===== src/rtl/my_cpu_mc_sequencer_pkg.sv =====
// Shared definitions for the multi-cycle sequencer: RV32I opcode fields
// (instruction[6:2]), state encoding and opcode classes.
package my_cpu_mc_sequencer_pkg;

  localparam logic [4:0] OPCODE_LOAD   = 5'b00000;
  localparam logic [4:0] OPCODE_OP_IMM = 5'b00100;
  localparam logic [4:0] OPCODE_AUIPC  = 5'b00101;
  localparam logic [4:0] OPCODE_STORE  = 5'b01000;
  localparam logic [4:0] OPCODE_OP     = 5'b01100;
  localparam logic [4:0] OPCODE_LUI    = 5'b01101;
  localparam logic [4:0] OPCODE_BRANCH = 5'b11000;
  localparam logic [4:0] OPCODE_JALR   = 5'b11001;
  localparam logic [4:0] OPCODE_JAL    = 5'b11011;

  typedef enum logic [2:0] {
    ST_FETCH  = 3'd0,
    ST_DECODE = 3'd1,
    ST_EXEC   = 3'd2,
    ST_MEM    = 3'd3,
    ST_WB     = 3'd4,
    ST_HALT   = 3'd5
  } mc_state_e;

  typedef enum logic [2:0] {
    CLS_ILLEGAL,
    CLS_ALU,
    CLS_LOAD,
    CLS_STORE,
    CLS_BRANCH,
    CLS_JUMP,
    CLS_UPPER
  } op_class_e;

  function automatic op_class_e classify(input logic [4:0] opcode);
    op_class_e cls;
    case (opcode)
      OPCODE_OP, OPCODE_OP_IMM: cls = CLS_ALU;
      OPCODE_LOAD:              cls = CLS_LOAD;
      OPCODE_STORE:             cls = CLS_STORE;
      OPCODE_BRANCH:            cls = CLS_BRANCH;
      OPCODE_JAL, OPCODE_JALR:  cls = CLS_JUMP;
      OPCODE_LUI, OPCODE_AUIPC: cls = CLS_UPPER;
      default:                  cls = CLS_ILLEGAL;
    endcase
    return cls;
  endfunction

endpackage


===== src/rtl/my_cpu_mc_sequencer_waittimer.sv =====
// Memory-wait counter: counts unacknowledged request cycles and flags the
// cycle in which the count would reach TIMEOUT.
module my_cpu_mc_waittimer #(
  parameter int TIMEOUT = 15
) (
  input  logic clk,
  input  logic rst,
  input  logic clr,
  input  logic en,
  output logic timeout
);

  localparam logic [7:0] LIMIT = 8'(TIMEOUT - 1);

  logic [7:0] count_reg;

  always_ff @(posedge clk) begin
    if (rst || clr) begin
      count_reg <= 8'd0;
    end else if (en) begin
      count_reg <= count_reg + 8'd1;
    end
  end

  // This cycle is the TIMEOUT-th unacknowledged one.
  assign timeout = en && (count_reg == LIMIT);

endmodule


===== src/rtl/my_cpu_mc_sequencer.sv =====
// Multi-cycle RV32I control sequencer: FETCH/DECODE/EXEC/MEM/WB/HALT with
// memory timeouts, sticky error flags and a retired-instruction counter.
module my_cpu_mc_sequencer
  import my_cpu_mc_sequencer_pkg::*;
#(
  parameter int TIMEOUT = 15
) (
  input  logic        clk,
  input  logic        rst,
  input  logic [4:0]  OPcode,
  output logic        imem_req,
  input  logic        imem_ack,
  output logic        dmem_req,
  input  logic        dmem_ack,
  output logic        IRWrite,
  output logic        PCWrite,
  output logic        RegWriteEn,
  output logic [2:0]  state,
  output logic        bus_err,
  output logic        ill_err,
  output logic [31:0] instret
);

  mc_state_e   state_reg, state_next;
  op_class_e   op_class;
  logic        bus_err_reg, ill_err_reg;
  logic        bus_err_set, ill_err_set;
  logic [31:0] instret_reg;
  logic        wait_clr, wait_en, wait_timeout;
  logic        imem_req_c, dmem_req_c, ir_write_c, pc_write_c, reg_write_c;

  assign op_class = classify(OPcode);

  assign wait_en = !rst && (((state_reg == ST_FETCH) && !imem_ack) ||
                            ((state_reg == ST_MEM)   && !dmem_ack));
  assign wait_clr = (state_next != state_reg) &&
                    ((state_next == ST_FETCH) || (state_next == ST_MEM));

  my_cpu_mc_waittimer #(.TIMEOUT(TIMEOUT)) u_waittimer (
    .clk     (clk),
    .rst     (rst),
    .clr     (wait_clr),
    .en      (wait_en),
    .timeout (wait_timeout)
  );

  always_comb begin
    state_next  = state_reg;
    imem_req_c  = 1'b0;
    dmem_req_c  = 1'b0;
    ir_write_c  = 1'b0;
    pc_write_c  = 1'b0;
    reg_write_c = 1'b0;
    bus_err_set = 1'b0;
    ill_err_set = 1'b0;
    case (state_reg)
      ST_FETCH: begin
        imem_req_c = 1'b1;
        if (imem_ack) begin
          ir_write_c = 1'b1;
          state_next = ST_DECODE;
        end else if (wait_timeout) begin
          bus_err_set = 1'b1;
          state_next  = ST_HALT;
        end
      end
      ST_DECODE: begin
        if (op_class == CLS_ILLEGAL) begin
          ill_err_set = 1'b1;
          state_next  = ST_HALT;
        end else begin
          state_next = ST_EXEC;
        end
      end
      ST_EXEC: begin
        case (op_class)
          CLS_LOAD, CLS_STORE: state_next = ST_MEM;
          CLS_BRANCH: begin
            pc_write_c = 1'b1;
            state_next = ST_FETCH;
          end
          default: state_next = ST_WB;
        endcase
      end
      ST_MEM: begin
        dmem_req_c = 1'b1;
        if (dmem_ack) begin
          if (op_class == CLS_LOAD) begin
            state_next = ST_WB;
          end else begin
            pc_write_c = 1'b1;
            state_next = ST_FETCH;
          end
        end else if (wait_timeout) begin
          bus_err_set = 1'b1;
          state_next  = ST_HALT;
        end
      end
      ST_WB: begin
        reg_write_c = 1'b1;
        pc_write_c  = 1'b1;
        state_next  = ST_FETCH;
      end
      ST_HALT: state_next = ST_HALT;
      default: state_next = ST_FETCH;
    endcase
  end

  always_ff @(posedge clk) begin
    if (rst) begin
      state_reg   <= ST_FETCH;
      bus_err_reg <= 1'b0;
      ill_err_reg <= 1'b0;
      instret_reg <= 32'd0;
    end else begin
      state_reg <= state_next;
      if (bus_err_set) bus_err_reg <= 1'b1;
      if (ill_err_set) ill_err_reg <= 1'b1;
      if (pc_write_c)  instret_reg <= instret_reg + 32'd1;
    end
  end

  // Reset masks every strobe so an abandoned access never commits.
  assign imem_req   = imem_req_c  && !rst;
  assign dmem_req   = dmem_req_c  && !rst;
  assign IRWrite    = ir_write_c  && !rst;
  assign PCWrite    = pc_write_c  && !rst;
  assign RegWriteEn = reg_write_c && !rst;
  assign state      = state_reg;
  assign bus_err    = bus_err_reg;
  assign ill_err    = ill_err_reg;
  assign instret    = instret_reg;

endmodule


===== config.mk =====
export PLATFORM = sky130hd
export DESIGN_NAME = my_cpu_mc_sequencer
export DESIGN_NICKNAME = d
export VERILOG_FILES = /design/src/rtl/my_cpu_mc_sequencer_pkg.sv /design/src/rtl/my_cpu_mc_sequencer_waittimer.sv /design/src/rtl/my_cpu_mc_sequencer.sv
export SDC_FILE = /design/constraint.sdc
export NUM_CORES = 1
export LEC_CHECK = 0
export ABC_AREA = 1
export BUFFER_PORTS_ARGS = -buffer_cell sky130_fd_sc_hd__buf_4
export CAP_MARGIN = 10
export CORE_MARGIN = 5
export CORE_UTILIZATION = 60
export CTS_CLUSTER_DIAMETER = 60
export DETAILED_ROUTE_END_ITERATION = 10
export PLACE_DENSITY = 0.89
export RECOVER_POWER = 25
export REMOVE_ABC_BUFFERS = 1
export SYNTH_ARGS = -nofsm -noshare
export SYNTH_HDL_FRONTEND = slang
export SYNTH_SLANG_ARGS = --single-unit
export TNS_END_PERCENT = 30

===== constraint.sdc =====
create_clock -name clk -period 2.8 [get_ports clk]
set_clock_uncertainty 0.05 [all_clocks]
set_input_delay 0.14 -clock clk [delete_from_list [all_inputs] [get_ports clk]]
set_output_delay 0.14 -clock clk [all_outputs]
set_load 0.05 [all_outputs]

==> Yosys cells after proc, flatten, opt, wreduce, memory -nomap -nowiden <==
Memories as Yosys holds them, arrays and structs flattened.
Index checks and enable logic that the tools add are counted.
{ "totals": {"reg_bits": 45, "memories": 1, "mem_bits_ro": 96, "out_inout_bits": 42, "elab_cells": 61} }
{ "mem_list": {"columns": ["name", "words", "word_bits", "read_ports", "rd_clocked_by_memory_dff", "wr", "line_no", "text"], "rows": [
  ["(no name shown)", 32, 3, 1, 0, 0, "my_cpu_mc_sequencer_pkg.sv:36", "case (opcode)"]
]} }
{ "op_classes": {"reduce_logical": 20, "add_sub_neg": 2, "n_eq_ne": 11, "muxes": 22} }
{ "ops": {"columns": ["op", "n"], "rows": [
  ["adder 32 x 1 -> 32 bit (second input constant)", 1],
  ["equality test 3 x 2 -> 1 bit (second input constant)", 5],
  ["two-way mux 3 bit", 5],
  ["case mux 3 bit (5 select lines)", 1],
  ["two-way mux 1 bit", 13],
  ["logical AND 1 bit", 10],
  ["equality test 3 bit (second input constant)", 3],
  ["logical NOT 3 bit", 3],
  ["adder 8 x 1 -> 8 bit (second input constant)", 1],
  ["equality test 8 x 4 -> 1 bit (second input constant)", 1],
  ["case mux 3 bit (2 select lines)", 1],
  ["equality test 3 x 1 -> 1 bit (second input constant)", 1],
  ["logical NOT 1 bit", 3],
  ["logical OR 1 bit", 3],
  ["!= test 3 bit", 1],
  ["case mux 1 bit (3 select lines)", 1],
  ["case mux 1 bit (2 select lines)", 1],
  ["OR reduction 2 bit", 1]
]} }

==> Logic depth before layout (Yosys ltp) <==
{ "depth": {"depth_word": 12, "mapped_depth": 13, "ltp_nobuf": 13} }

==> Hierarchy <==
Synthesis repeated with hierarchy kept, for this count alone.
{ "hier_totals": {"hier_cells": 488, "hier_area_um2": 2985.4} }
{ "by_module_without_submodules": {"columns": ["mod", "instances", "seq_area_each_um2", "cells_per_inst", "area_per_inst_um2"], "rows": [
  ["my_cpu_mc_sequencer", 1, 740.7, 431, 2573.7],
  ["my_cpu_mc_waittimer", 1, 160.2, 57, 411.6]
]} }

==> Worst setup path after synthesis <==
Ideal clock, no wire load.
{ "synth_path": {"kind": "flip-flop to output port", "from": "reg state_reg[0], in the netlist state[0]", "to": "out PCWrite", "arrival_ps": 2121, "path_stages_with_launch": 10, "path_buffers": 1, "slack_ps": 489, "required_time_ps": 2610, "path_cell_list": "dfxtp_1 nand2_1 nor2_2 inv_1 o21ai_2 inv_2 nand2_4 inv_4 buf_2 nor2_1"} }
{ "synth_between": {"elab_chain_cells": 3, "word_cells_on_any_way": 5, "classes_between": "3 x eq/ne; 1 x mux; 1 x reduce/logical"} }
{ "synth_rtl": {"columns": ["item", "line_no", "text"], "rows": [
  ["from (decl)", "my_cpu_mc_sequencer.sv:24", "mc_state_e state_reg, state_next;"],
  ["from (signal assigned)", "my_cpu_mc_sequencer.sv:116", "state_reg <= state_next;"],
  ["equality test 3 bit / equality test 3 x 2 -> 1 bit (equally long branches)", "my_cpu_mc_sequencer.sv:56", "case (state_reg)"],
  ["case mux 1 bit (3 select lines) *", "my_cpu_mc_sequencer.sv:56", null],
  ["logical AND 1 bit *", "my_cpu_mc_sequencer.sv:127", "assign PCWrite = pc_write_c && !rst;"],
  ["to (decl)", "my_cpu_mc_sequencer.sv:16", "output logic PCWrite,"]
]} }
Mark *: on every way between the ends. The rest lies on a longest branch, timed or not.

==> Final worst setup path <==
{ "layout_path": {"from": "reg state_reg[1], in the netlist state[1]", "to": "out PCWrite"} }
Same word-level chain as after synthesis.

==> key figures <==
Clock tree
  – Clock-pin slew on the worst setup and hold paths: 0.08 ns
  – Sink Count: 45
  – Setup bufs post-CTS: 0
  – CTS buffer count: 5
  – CTS tree: built
  – Clk root buf: clkbuf_8
  – CTS H-tree depth: 2
  – Clock Tree Buf Depth: 2
  – Hold-fix buffers, CTS: 0
  – Later-pin clock latency in the skew report: 0.30 ns
  – PostCTS Resize Cnt: 0

Floorplanning
  – Die ar.: between 0.006 and 0.007 mm²
  – Initial Util: 0.611
  – Die width: 79.1 µm
  – Cell Rows: 25
  – Core area: 0.00469 mm²
  – I/O pin cnt: between 50 and 60
  – Chip height: 79.1 µm

GRT
  – First-pass GRT wire length: ~12000 µm
  – Initial antenna violation count: 0
  – Total gr overflow: 0
  – Largest net degree at the start of global routing: 39
  – GR Util All Layers: 0.224
  – Vias in the first global route: 2657

Finish
  – Finished Core Util: 0.689
  – Most frequent cells in the layout: nand2_1, nor2_1, dfxtp_1
  – Commonest non-fill, non-tap cell in the layout: nand2_1
  – Layout cells sized above 1: 0.187
  – Max FFs per register: 32
  – Nets: 487
  – Area Overhead vs Synth: 12.7%
  – Diodes inserted: 0

STA
  – Setup TNS Final: 0 ns
  – Final worst-path cycle share: 0.838
  – Slew Viols, Final: 0
  – Fmax: 426 MHz
  – Tmin final: 2.35 ns
  – Tightest Pin Transition: about 0.65 ns
  – RSZ-0062 raised after global routing: false
  – Final setup margin: 0.453 ns
  – Slew margin rel.: 0.568
  – Worst hold slack: ~0.21 ns
  – # setup viols final: 0
  – Final hold violations: 0

Status
  – Outcome: complete, no violations

Critical path
  – CP peak stage delay: 0.41 ns
  – Buf/Inv on CP: 4
  – Req. time, crit path: 2.61 ns
  – Largest delay share family, worst path: simple AND/OR/NAND/NOR gates
  – CP Class: reg -> out
  – CP max FO: 38
  – Worst-path cell chain: nand2_1 > nor2_2 > inv_1 > o21ai_2 > inv_2 > nand2_4 > inv_4 > nor2_1 > buf_4
  – Startpoint Class: register
  – CP max-delay cell: dfxtp_1
  – CP endpoint kind: output port
  – Worst EP arrival: between 2 and 2.5 ns

Drt
  – Antenna-violating nets left: 0
  – Drt total wl: 6660 µm
  – Router iterations before antenna repair: 5
  – Vias: around 2900
  – Detail-routed via count per cell: about 5.4
  – DRC: 0
  – DRT iter0 DRCs: 269
  – DR WL/cell: 12.6 µm

Placed design
  – Port buffer count: 50
  – Pre-CTS setup slack: 0.776 ns
  – GPL Wtd Cong: 0.942
  – Post-DP HPWL: 5000 µm

Logic synthesis
  – Sequential share of the synthesized area: 0.314
  – Mapped Avg Cell Area: about 6.7 µm²
  – Synth cell types: 32
  – Synth Instances: 429
  – Syn. warnings: 0
  – FF+latch count, synth: 45
  – Synthesized cell area: 0.00287 mm²

Power
  – Pwr/cell area: ~410 mW/mm²
  – Peak supply drop: 0.285 mV
  – Leakage: 1.30 nW

Flow run
  – Number of max-cap violations: 0

Hold path
  – Worst min path class: in -> reg
==> area by class of cell <==
class / count / area (µm²)
multi-input cells: 326 / 1710
inverters: 47 / 179
well taps: 54 / 67.6
clock buffers: 6 / 72.6
fillers: 410 / 1460
clock inverters: 2 / 10.0
flip-flops and latches: 45 / 901
repair buffers: 50 / 297
==> cell usage after synthesis <==
cell type  number  share of area
nand2_1       116           0.15
nor3_1         20          0.035
inv_1          37          0.048
a31oi_1         2         0.0044
o21ai_1         2         0.0035
inv_2           9          0.012
a21oi_1        20          0.035
nand3_2         3          0.010
inv_4           1         0.0022
o21ai_2         1         0.0031
clkbuf_1        5         0.0065
nand3b_1        2         0.0052
nand4_1         8          0.017
a21oi_2        15          0.046
xnor2_1         8          0.024
nor2_1         52          0.068
o21ai_0         2         0.0035
nand2_4         1         0.0039
buf_2           2         0.0035
ha_1            3          0.013
nand2_2        17          0.037
nor4_2          1         0.0044
nor4_1          1         0.0022
xor2_1         21          0.064
nand3_1        24          0.042
nor3_2          4          0.014
nor2_2          1         0.0022
or2_1           1         0.0022
buf_6           2         0.0079
buf_8           2          0.010
o21a_1          1         0.0026
dfxtp_1        45           0.31
==> final timing paths <==
path,start,cells past startpoint,end,slack (ns)
worst max-delay path,state[1]$_SDFF_PP0_,9,PCWrite,0.45
worst min-delay path,rst,2,state[2]$_SDFF_PP0_,0.21
worst max register to register,instret[0]$_SDFFE_PP0P_,8,instret[22]$_SDFFE_PP0P_,0.77
worst min register to register,bus_err$_SDFFE_PP0P_,2,bus_err$_SDFFE_PP0P_,0.40
==> stage by stage <==
step           cells  power [mW]  area (µm²)
2_1_floorplan    418       0.864        2790
3_3_place_gp     522       0.935        3230
3_5_place_dp     522       0.942        3230
4_1_cts          530        1.32        3310
5_1_grt          530        1.38        3230
6_report         530        1.31        3230
==> power by group <==
group	switching, mW	internal (mW)	total, mW
registers	0.0175	0.652	0.670
clock network	0.218	0.173	0.391
logic	0.188	0.0639	0.252
==> routing by layer <==
layer	global-route usage	vias to the layer above	wire length (µm)
li1	-	1452	-
met1	0.306	1284	3070
met2	0.352	109	2970
met3	0.0385	21	417
met4	0.0876	0	204
met5	0	-	0
==> kinds of logic after synthesis <==
group                      after synthesis  share of synthesized area
AOI/OAI and AO/OA                       43                     0.0977
xor gates and xnor gates                29                     0.0886
buffers and inverters                   58                     0.0908
adders and majority gates                3                     0.0131
DFF                                     45                      0.314
and+or+nand+nor                        251                      0.396
(Power assumes the default switching activity.)
